--- config.mk ---
export PLATFORM = sky130hd
export DESIGN_NAME = dac_spi_tx
export DESIGN_NICKNAME = d
export VERILOG_FILES = /design/src/rtl/dac_spi_tx.sv
export SDC_FILE = /design/constraint.sdc
export NUM_CORES = 1
export LEC_CHECK = 0
export BUFFER_PORTS_ARGS = -buffer_cell sky130_fd_sc_hd__buf_2
export CAP_MARGIN = 40
export CORE_ASPECT_RATIO = 1.4
export CORE_MARGIN = 10
export CORE_UTILIZATION = 35
export CTS_CLUSTER_SIZE = 8
export DETAILED_ROUTE_END_ITERATION = 10
export GPL_TIMING_DRIVEN = 0
export SYNTH_ARGS = -nofsm -noshare
export SYNTH_HDL_FRONTEND = slang
export SYNTH_SLANG_ARGS = --single-unit
--- constraint.sdc ---
create_clock -name clk -period 2.09 [get_ports clk]
set_input_delay 0.1045 -clock clk [delete_from_list [all_inputs] [get_ports clk]]
set_output_delay 0.1045 -clock clk [all_outputs]
set_load 0.02 [all_outputs]
--- src/rtl/dac_spi_tx.sv ---
// dac_spi_tx: rounds/saturates filter samples to offset-binary DAC codes and
// shifts them out as 16-bit SPI frames, with a one-deep overwrite-on-full pending slot.
module dac_spi_tx #(
    parameter int DATA_W  = 25,
    parameter int DAC_W   = 12,
    parameter int SHIFT   = 10,
    parameter int CLK_DIV = 1
) (
    input  logic              clk,
    input  logic              rst,
    input  logic              rx_2,
    input  logic [DATA_W-1:0] y,
    output logic              sclk,
    output logic              sync_n,
    output logic              sdata,
    output logic              busy,
    output logic              sat,
    output logic              drop
);
    localparam int FRAME_W = DAC_W + 4;
    localparam int DIV_W   = (CLK_DIV > 1) ? $clog2(CLK_DIV) : 1;
    localparam int BIT_W   = $clog2(FRAME_W);
    localparam logic signed [DATA_W:0] RND = (DATA_W+1)'(1) << (SHIFT - 1);
    localparam logic signed [DATA_W:0] HI  = (DATA_W+1)'((1 << (DAC_W - 1)) - 1);
    localparam logic signed [DATA_W:0] LO  = ~HI;

    typedef enum logic [1:0] {S_IDLE, S_SHIFT, S_GAP} state_t;

    state_t                  state;
    logic [DIV_W-1:0]        div_cnt;
    logic [BIT_W-1:0]        bit_cnt;
    logic [FRAME_W-1:0]      sh;
    logic [DAC_W-1:0]        pend_code;
    logic [DAC_W-1:0]        conv_code;
    logic [DAC_W-1:0]        start_code;
    logic signed [DATA_W:0]  r;
    logic                    half;
    logic                    gap_cnt;
    logic                    pend;
    logic                    conv_sat;
    logic                    start;

    // One extra bit of headroom keeps the rounding add from wrapping.
    always_comb begin
        r          = ($signed({y[DATA_W-1], y}) + RND) >>> SHIFT;
        conv_sat   = (r > HI) || (r < LO);
        conv_code  = (r > HI) ? '1 : (r < LO) ? '0 : {~r[DAC_W-1], r[DAC_W-2:0]};
        start      = (state == S_IDLE && rx_2) || (state == S_GAP && gap_cnt && (rx_2 || pend));
        start_code = rx_2 ? conv_code : pend_code;
    end

    always_ff @(posedge clk or negedge rst) begin
        if (!rst) begin
            state     <= S_IDLE;
            div_cnt   <= '0;
            bit_cnt   <= '0;
            sh        <= '0;
            pend_code <= '0;
            half      <= 1'b0;
            gap_cnt   <= 1'b0;
            pend      <= 1'b0;
            sclk      <= 1'b1;
            sync_n    <= 1'b1;
            sdata     <= 1'b0;
            busy      <= 1'b0;
            sat       <= 1'b0;
            drop      <= 1'b0;
        end else begin
            sat  <= rx_2 && conv_sat;
            drop <= rx_2 && pend;
            if (rx_2 && state != S_IDLE && !start) begin
                pend      <= 1'b1;
                pend_code <= conv_code;
            end
            if (start) begin
                state   <= S_SHIFT;
                sh      <= {4'b0000, start_code};
                sdata   <= 1'b0;
                bit_cnt <= BIT_W'(FRAME_W - 1);
                div_cnt <= '0;
                half    <= 1'b0;
                pend    <= 1'b0;
                sclk    <= 1'b1;
                sync_n  <= 1'b0;
                busy    <= 1'b1;
            end else begin
                case (state)
                    S_SHIFT: begin
                        if (div_cnt == DIV_W'(CLK_DIV - 1)) begin
                            div_cnt <= '0;
                            half    <= ~half;
                            sclk    <= half;
                            if (half && bit_cnt == '0) begin
                                state   <= S_GAP;
                                sync_n  <= 1'b1;
                                gap_cnt <= 1'b0;
                            end else if (half) begin
                                bit_cnt <= bit_cnt - 1'b1;
                                sh      <= sh << 1;
                                sdata   <= sh[FRAME_W-2];
                            end
                        end else begin
                            div_cnt <= div_cnt + 1'b1;
                        end
                    end
                    S_GAP: begin
                        gap_cnt <= 1'b1;
                        if (gap_cnt) begin
                            state <= S_IDLE;
                            busy  <= 1'b0;
                        end
                    end
                    default: ;
                endcase
            end
        end
    end
endmodule

==> results of run 1 <==
==> cell usage in the layout (no fill, tap or decap), types with 3 or more instances in the layout <==
master	count
a21oi_1	16
a31oi_1	5
and3_1	3
buf_2	24
buf_4	7
clkbuf_4	3
clkbuf_8	7
dfrtp_1	40
ha_1	5
inv_1	8
mux2i_1	11
nand2_1	31
nand2b_1	4
nand3_1	6
nand3b_1	8
nor2_1	21
nor4_1	3
o21a_1	3
o21ai_0	4
o21ai_1	4
o221ai_1	9
o22ai_1	8
xnor2_1	9
xor2_1	3
==> report_power, final <==
part	total (mW)	leakage (nW)	internal, mW	switching (mW)
Sequential	0.863	0.425	0.845	0.0179
Clock	0.539	0.0482	0.267	0.273
Combinational	0.193	0.668	0.0731	0.120
==> synth_stat cells, types with 2 or more instances <==
cell type | count | share of area (%)
o21ai_1 | 4 | 0.83
dfstp_2 | 2 | 2.2
xor2_1 | 3 | 1.1
mux2i_1 | 11 | 4.5
o21ai_0 | 4 | 0.83
o211ai_1 | 2 | 0.62
and3_1 | 3 | 0.77
dfrtp_1 | 40 | 41
nand3_1 | 6 | 1.2
a21oi_1 | 17 | 3.5
nor4_1 | 4 | 1.0
xnor2_1 | 9 | 3.3
nor2_1 | 22 | 3.4
nand2_1 | 31 | 4.8
and2_1 | 2 | 0.52
o221ai_1 | 9 | 3.3
nand3b_1 | 8 | 2.5
o21a_1 | 4 | 1.2
a31oi_1 | 5 | 1.3
inv_1 | 8 | 1.2
nand4_1 | 2 | 0.52
nand2b_1 | 4 | 1.0
nor2_2 | 2 | 0.52
o22ai_1 | 8 | 2.1
ha_1 | 6 | 3.1
nor3_1 | 2 | 0.41
clkbuf_1 | 8 | 1.2
==> critical path, stage by stage, from the launching register on <==
cell and delay, ns:
dfrtp_1 0.41, inv_1 0.09, ha_2 0.27, nand2_1 0.14, or2_2 0.31, clkbuf_2 0.20, nor4_2 0.20, xnor2_1 0.16
nand2_1 0.07
==> final cells by class <==
cell class              count  area (sq um)  share of cell area (%)
plain buffers               8          61.3                    2.12
flip-flops and latches     42          1050                    36.4
repair buffers             33           203                    7.00
multi-input cells         192          1340                    46.3
clock buffers               7          86.3                    2.98
clock inverters             1          5.00                   0.173
well taps                  92           115                    3.98
inverters                   8          30.0                    1.04
==> logic make-up after synthesis <==
| logic type | after synthesis | synth area share, % |
|---|---|---|
| buffers and inverters | 18 | 3.15 |
| XOR/XNOR | 12 | 4.34 |
| adder cells (fa/ha/maj) | 6 | 3.10 |
| multiplexers | 12 | 5.01 |
| AO/OA/AOI/OAI | 66 | 19.8 |
| flip-flops | 42 | 43.5 |
| AND/OR/NAND/NOR | 96 | 21.1 |
==> through the flow <==
| stage | util [%] | power [mW] | hold slack, ns | setup TNS, ns | setup slack, ns |
|---|---|---|---|---|---|
| finish | 43.5 | 1.60 | 0.205 | 0 | 0.128 |
| global route | 43.5 | 1.67 | 0.232 | -0.0207 | -0.0207 |
| CTS | 42.4 | 1.61 | 0.212 | 0 | 0.0295 |
| detailed placement | 40.2 | 1.07 | -0.00935 | -8.57 | -0.355 |
| global placement | 39.9 | 1.06 | 0.301 | -8.71 | -0.350 |
| floorplan | - | 0.982 | -0.191 | 0 | 0.0590 |
==> path summary, 6_finish.rpt <==
kind	start	endpoint	slack (ns)	cells after the start
worst max-delay path	state[1]	bit_cnt[3]	0.13	8
worst min-delay path	rst	state[0]	0.21	2
worst max register to register	state[1]	bit_cnt[3]	0.13	8
worst min register to register	busy	busy	0.47	2
max in group asynchronous	rst	sync_n	1.38	3
min in group clk	rx_2	pend	0.22	3
==> state kept, by name (all words and copies together) (netlist names) <==
| register | flops |
|---|---|
| sh | 15 |
| sclk | 1 |
| drop | 1 |
| pend_code | 12 |
| sdata | 1 |
| busy | 1 |
| half | 1 |
| sat | 1 |
| pend | 1 |
| state | 2 |
| sync_n | 1 |
| gap_cnt | 1 |
| bit_cnt | 4 |
==> repair_timing <==
| item | 4_1_cts | 5_1_grt |
|---|---|---|
| resized for setup | 16 | 7 |
| pin swaps | 1 | 0 |
| hold buffers | 1 | 0 |
| setup endpoints to repair | 36 | 16 |
| endpoints found under the hold margin | 40 | 0 |
| setup buffers | 0 | 7 |
==> layer usage <==
metal | part of all wire (%) | up-vias | track usage, %
met4 | 1.6 | 0 | 3.29
met1 | 43 | 944 | 11.7
met2 | 52 | 44 | 19.3
li1 | - | 1004 | -
met5 | 0 | - | 0
met3 | 3.5 | 8 | 1.46
==> run_results.csv, run 1 <==
group,metric,value,unit
run_status,status,"complete, no violations",
synth,synth_area,2420,sq um
critical_path,path_class,"reg -> reg",
die,start_util,36.4,%
min_path,hold_class,"in -> async",
routing,viasPerCell,5.22,
final_layout,final_cells,383,
die,die_area,10700,sq um
sta,timing.max_slew.rel_slack,64.3,%
clock_tree,clockBufferDepth,2,
placement,place_area,2680,sq um
critical_path,cp-end-kind,"flop",
synth,avgSynthCellArea,9.61,sq um
clock_tree,path_clk_slew,0.08,ns
final_layout,area_delta_synth_final,19.5,%
sta,final.min_clock_period,1.96,ns
grt,antenna_found_initial,0,
routing,post-route-drc-count,0,
routing,routedWlPerCell,14.4,microns
sta,setup_viol,0,
critical_path,cp_max_fo,8,
routing,via_count,2000,
routing,drt_wl_total,5.50,mm
sta,hold_viol,0,
sta,skew,0.00955,ns
final_layout,nNetsFinal,324,
grt,grt_pass1_vias,2071,
final_layout,drive_gt1_share,23.4,%
synth,async_flop_share,100,%
final_layout,fillers,687,
grt,grt_start_max_net_pins,34,
final_layout,fin_area,2890,sq um
synth,syn_inst,252,
power_and_ir_drop,power.density,551,nW/um^2
synth,synth_edf_count,0,
die,die_y,118,microns
final_layout,antenna_cells,0,
sta,tightestPinTransition,0.528,ns
clock_tree,clock-sinks,42,
synth,ys_seq_elements,42,
power_and_ir_drop,ir_drop,0.000272,V
synth,syn_nets,286,
synth,synth-seq-area-share,43.5,%
synth,synth_flop_cell,"dfrtp_1",
placement,dp_cells,369,
die,rows,35,
routing,drt-initial-drc-count,57,
clock_tree,cts_root_buffer,"clkbuf_8",
die,fp.dieW,90.3,microns
synth,ys_types,53,
sta,slew_violations,0,
grt,track_usage,10.3,%
power_and_ir_drop,p_leak,1.14,nW
critical_path,startpoint_type,"flop",
placement,io_buffers,24,
sta,fmax,510,MHz
run,max_cap_violations,0,
routing,ant_nets,0,
placement,hpwlAfterDp,4.30,mm
placement,place.gp.congestion,0.774,
clock_tree,h-tree-depth,2,
grt,grt_overflow_total,0,
critical_path,critPathRequiredTime,2.26,ns
die,core-area,6660,sq um
clock_tree,insertion_delay,0.29,ns
grt,grt_pass1_wl,9.60,mm
synth,synth_warnings,0,
critical_path,worstPathArrival,2.14,ns
clock_tree,numCtsBuffers,5,
sta,final_min_period_over_clock_period,93.9,%
clock_tree,cts_tree,"done",
die,num_io_pins,34,
routing,drt-pass1-iter-count,4,
No activity file was read; power rests on OpenSTA's default activity.
==> inputs of run 2 (changes only) <==
--- a/config.mk
+++ b/config.mk
@@ -8,7 +8,7 @@
 export BUFFER_PORTS_ARGS = -buffer_cell sky130_fd_sc_hd__buf_2
 export CAP_MARGIN = 40
 export CORE_ASPECT_RATIO = 1.4
-export CORE_MARGIN = 10
+export CORE_MARGIN = 4
 export CORE_UTILIZATION = 35
 export CTS_CLUSTER_SIZE = 8
 export DETAILED_ROUTE_END_ITERATION = 10
==> run_results.csv, run 2 (synthesized netlist as in run 1, its figures left out) <==
group,metric,value,unit
sta,fmax,536,MHz
power_and_ir_drop,ir_drop,0.000298,V
routing,post-route-drc-count,0,
placement,dp_cells,369,
clock_tree,numCtsBuffers,5,
sta,finalSetupTns,0,ns
grt,antenna_found_initial,0,
die,fp.dieW,78.3,microns
sta,fin_ws,0.225,ns
final_layout,drive_gt1_share,22.9,%
die,die_y,106,microns
sta,slew_violations,0,
sta,rsz0062_at_grt,"false",
placement,place.gp.congestion,0.842,
critical_path,path_class,"reg -> reg",
clock_tree,cts_tree,"done",
final_layout,final_cells,380,
grt,grt_overflow_total,0,
power_and_ir_drop,p_leak,1.13,nW
critical_path,r2r_start,"state[0]",
routing,viasPerCell,5.27,
critical_path,startpoint_type,"flop",
die,start_util,36.4,%
final_layout,antenna_cells,0,
sta,final_min_period_over_clock_period,89.2,%
placement,hpwlAfterDp,4.10,mm
sta,tightestPinTransition,0.519,ns
clock_tree,h-tree-depth,2,
routing,routedWlPerCell,14.1,microns
critical_path,slowest_delay,0.36,ns
grt,grt_start_max_net_pins,34,
final_layout,reg_top3,"sh (15), pend_code (12), bit_cnt (4)",
min_path,hold_class,"in -> async",
critical_path,cp_cell_sequence,"inv_1 > ha_2 > and2_4 > o21a_4 > a21o_4 > clkbuf_4 > nand3b_1 > o221ai_1",
grt,grt_pass1_wl,9.07,mm
critical_path,cp-end-kind,"flop",
clock_tree,insertion_delay,0.29,ns
final_layout,area_delta_synth_final,19.0,%
sta,final.min_clock_period,1.87,ns
final_layout,top_register,"sh",
routing,drt-initial-drc-count,67,
routing,drt_wl_total,5.37,mm
final_layout,largest_reg_flops,15,
clock_tree,cts_root_buffer,"clkbuf_8",
clock_tree,clock-sinks,42,
critical_path,cp_max_fo,10,
final_layout,nNetsFinal,321,
placement,io_buffers,24,
sta,skew,0.00614,ns
sta,timing.max_slew.rel_slack,65.0,%
grt,track_usage,13.5,%
routing,ant_nets,0,
critical_path,worstPathArrival,2.02,ns
final_layout,final_common_cell,"dfrtp_1",
critical_path,r2r_end,"sh[10]",
final_layout,final_cell_mix,"dfrtp_1 (40), nand2_1 (31), buf_2 (25)",
critical_path,crit_family,"compound AO/OA/AOI/OAI gates",
die,die_area,8330,sq um
power_and_ir_drop,power.density,553,nW/um^2
clock_tree,clockBufferDepth,2,
critical_path,r2r_cells,8,
sta,setup_viol,0,
routing,drt-pass1-iter-count,4,
clock_tree,path_clk_slew,0.08,ns
sta,hold_viol,0,
run_status,status,"complete, no violations",
critical_path,critPathRequiredTime,2.24,ns
critical_path,critPathBufInv,2,
critical_path,rrSetupSlack,0.22,ns
routing,via_count,2003,
die,rows,35,
sta,hold_slack,0.209,ns
run,max_cap_violations,0,
die,core-area,6660,sq um
die,num_io_pins,34,
critical_path,worst_path_max_delay_cell,"dfrtp_1",
final_layout,fillers,684,
placement,preCtsSetupSlack,-0.351,ns
grt,grt_pass1_vias,1923,
-- run 2: cell types whose count changed in the layout (fill, tap and decap cells not counted) --
cell,delta
a21oi_2,-1
a21oi_4,+1
buf_2,+1
buf_4,-2
clkbuf_2,-1
clkbuf_4,-1
ha_1,-1
ha_2,+1
-- run 2: where the power goes --
group | switching [mW] | total (mW) | leakage (nW) | internal [mW]
Clock | 0.272 | 0.538 | 0.0482 | 0.267
Sequential | 0.0173 | 0.862 | 0.425 | 0.845
Combinational | 0.120 | 0.193 | 0.655 | 0.0731
Total | 0.409 | 1.59 | 1.13 | 1.18
-- run 2: through the flow --
stage                     util (%)  power, mW  area [sq um]
after floorplan                  -      0.982          2420
after CTS                     42.3       1.61          2820
after global placement        39.9       1.06          2660
final                         43.3       1.59          2880
after detailed placement      40.2       1.07          2680
after global routing          43.3       1.67          2880
-- run 2: timing repair --
action                                  in CTS  in global routing
endpoints found under the setup margin      36                 23
resized for setup                           15                  7
hold buffers                                 1                  0
endpoints found under the hold margin       40                  0
setup buffers                                0                  5
pin swaps                                    0                  1
-- run 2: how the worst max path moves through the flow --
stage | depth (start not counted) | endpoint | from
after floorplan | 8 | sh[6] | state[1]
after global placement | 8 | sh[5] | state[0]
after detailed placement | 8 | sh[5] | state[0]
after CTS | 7 | pend_code[0] | state[0]
after global routing | 8 | sh[10] | y[10]
final | 8 | sh[10] | state[0]
-- run 2: final cells by class --
class                      count  area [sq um]  area share, %
tap                           92           115           3.99
clock buffer                   7          86.3           3.00
clock inverter                 1          5.00          0.174
buffer                         7          53.8           1.87
multi-input combinational    192          1350           46.9
timing repair buffer          31           188           6.51
sequential                    42          1050           36.6
inverter                       8          30.0           1.04
-- run 2: layer usage --
metal	vias up	share of wire [%]	global-route usage, %
met1	950	42	15.9
li1	995	-	-
met5	-	0	0
met4	0	2.0	5.38
met2	50	53	24.8
met3	8	3.7	1.27
==> inputs of run 3 (changes only) <==
--- a/config.mk
+++ b/config.mk
@@ -5,13 +5,13 @@
 export SDC_FILE = /design/constraint.sdc
 export NUM_CORES = 1
 export LEC_CHECK = 0
-export BUFFER_PORTS_ARGS = -buffer_cell sky130_fd_sc_hd__buf_2
 export CAP_MARGIN = 40
 export CORE_ASPECT_RATIO = 1.4
 export CORE_MARGIN = 4
 export CORE_UTILIZATION = 35
 export CTS_CLUSTER_SIZE = 8
 export DETAILED_ROUTE_END_ITERATION = 10
+export DONT_BUFFER_PORTS = 1
 export GPL_TIMING_DRIVEN = 0
 export SYNTH_ARGS = -nofsm -noshare
 export SYNTH_HDL_FRONTEND = slang
==> run_results.csv, run 3 (synthesized netlist as in run 1, its figures left out) <==
group,metric,value,unit
run_status,status,"complete, no violations",
final_layout,regArea,1050,sq um
final_layout,final_cell_mix,"dfrtp_1 (40), nand2_1 (31), nor2_1 (21)",
clock_tree,path_clk_slew,0.08,ns
die,core-area,6660,sq um
power_and_ir_drop,p_leak,1.05,nW
die,rows,35,
routing,drt_wl_total,5.32,mm
critical_path,cp-end-kind,"flop",
final_layout,drive_gt1_share,16.5,%
grt,grt_pass1_vias,1989,
die,die_y,106,microns
routing,ant_nets,0,
die,start_util,36.4,%
critical_path,worst_path_max_delay_cell,"dfrtp_1",
sta,fmax,506,MHz
critical_path,slowest_delay,0.36,ns
routing,drt-initial-drc-count,54,
sta,hold_viol,0,
power_and_ir_drop,power.density,591,nW/um^2
sta,hold_slack,0.0299,ns
sta,skew,0.00889,ns
critical_path,worstPathArrival,2.15,ns
placement,place.gp.congestion,0.845,
grt,grt_overflow_total,0,
critical_path,path_class,"reg -> reg",
critical_path,cp_cell_sequence,"inv_1 > ha_2 > and2_2 > o21a_2 > a21o_4 > clkbuf_4 > o211ai_1 > o21ai_0",
final_layout,largest_reg_flops,15,
sta,slew_violations,0,
final_layout,reg_top3,"sh (15), pend_code (12), bit_cnt (4)",
final_layout,area_delta_synth_final,15.5,%
min_path,hold_class,"in -> reg",
clock_tree,cts_root_buffer,"clkbuf_8",
final_layout,fillers,714,
sta,timing.max_slew.rel_slack,58.5,%
final_layout,nNetsFinal,300,
power_and_ir_drop,ir_drop,0.000303,V
sta,final.min_clock_period,1.98,ns
placement,preCtsSetupSlack,-0.360,ns
clock_tree,insertion_delay,0.29,ns
routing,post-route-drc-count,0,
sta,final_min_period_over_clock_period,94.6,%
clock_tree,h-tree-depth,2,
final_layout,top_register,"sh",
routing,via_count,1936,
sta,tightestPinTransition,0.614,ns
die,fp.dieW,78.3,microns
final_layout,multi_input_area,1340,sq um
critical_path,startpoint_type,"flop",
final_layout,fin_util,42.0,%
critical_path,critPathBufInv,2,
critical_path,crit_family,"compound AO/OA/AOI/OAI gates",
placement,dp_cells,344,
final_layout,final_cells,359,
grt,grt_start_max_net_pins,43,
final_layout,antenna_cells,0,
sta,setup_viol,0,
final_layout,final_common_cell,"dfrtp_1",
clock_tree,numCtsBuffers,5,
die,die_area,8330,sq um
power_and_ir_drop,p_total,1.65,mW
clock_tree,clock-sinks,42,
routing,viasPerCell,5.39,
routing,drt-pass1-iter-count,4,
placement,hpwlAfterDp,4.04,mm
grt,antenna_found_initial,0,
grt,grt_pass1_wl,9.30,mm
routing,routedWlPerCell,14.8,microns
clock_tree,clockBufferDepth,2,
sta,rsz0062_at_grt,"true",
clock_tree,cts_tree,"done",
placement,io_buffers,0,
run,max_cap_violations,0,
sta,fin_ws,0.113,ns
critical_path,critPathRequiredTime,2.26,ns
grt,track_usage,13.8,%
die,num_io_pins,34,
critical_path,cp_max_fo,10,
## run 3: cell count changes in the layout (fill, tap and decap cells not counted)
cell / delta
bufinv_16: +1
clkbuf_2: +1
o21a_2: +1
dlygate4sd3_1: +1
clkinv_2: -1
clkbuf_8: -1
buf_4: +1
buf_2: -25
and2_4: -1
and2_2: +1
clkbuf_4: +1
clkinvlp_4: +1
o21a_4: -1
## run 3: per-stage QoR
step	setup TNS [ns]	area, sq um
global placement	-8.35	2540
floorplan	0	2420
CTS	0	2730
global route	-0.00986	2800
finish	0	2800
detailed placement	-8.87	2540
## run 3: layer usage
metal	wire length, microns	vias up	track usage [%]
li1	-	953	-
met1	2190	922	15.7
met5	0	-	0
met2	2720	47	24.6
met4	155	0	6.25
met3	248	14	2.80
## run 3: cell type report
cell class | count | share of cell area [%]
plain buffers | 8 | 2.19
clock buffers | 6 | 2.59
clock inverters | 2 | 1.34
inverters | 8 | 1.07
multi-input cells | 192 | 48.0
flip-flops and latches | 42 | 37.7
well taps | 92 | 4.11
repair buffers | 9 | 3.04
## run 3: worst min-delay path, delay by kind of cell
| family | cells | cell delay [ns] |
|---|---|---|
| AND/OR/NAND/NOR | 1 | 0.08 |
| AO/OA/AOI/OAI | 2 | 0.11 |
## run 3: final timing paths
| check | startpoint | end | slack (ns) | cells past startpoint |
|---|---|---|---|---|
| hold / removal | rx_2 | sh[0] | 0.03 | 3 |
| min in group asynchronous | rst | busy | 0.27 | 2 |
| setup / recovery | state[0] | sh[11] | 0.11 | 8 |
| hold reg to reg | pend_code[6] | pend_code[6] | 0.50 | 2 |
| setup reg to reg | state[0] | sh[11] | 0.11 | 8 |
| max in group asynchronous | rst | sclk | 1.55 | 2 |
## run 3: power by group
group | total, mW | internal, mW | switching [mW] | leakage (nW)
clock | 0.635 | 0.356 | 0.278 | 0.0514
sequential | 0.867 | 0.845 | 0.0220 | 0.425
combinational | 0.153 | 0.0610 | 0.0916 | 0.577
total | 1.65 | 1.26 | 0.392 | 1.05
## run 3: repair_timing
action | CTS | global route
setup endpoints to repair | 36 | 23
endpoints found under the hold margin | 43 | 0
setup buffers | 0 | 6
hold buffers | 3 | 0
resized for setup | 15 | 8
pin swaps | 0 | 1
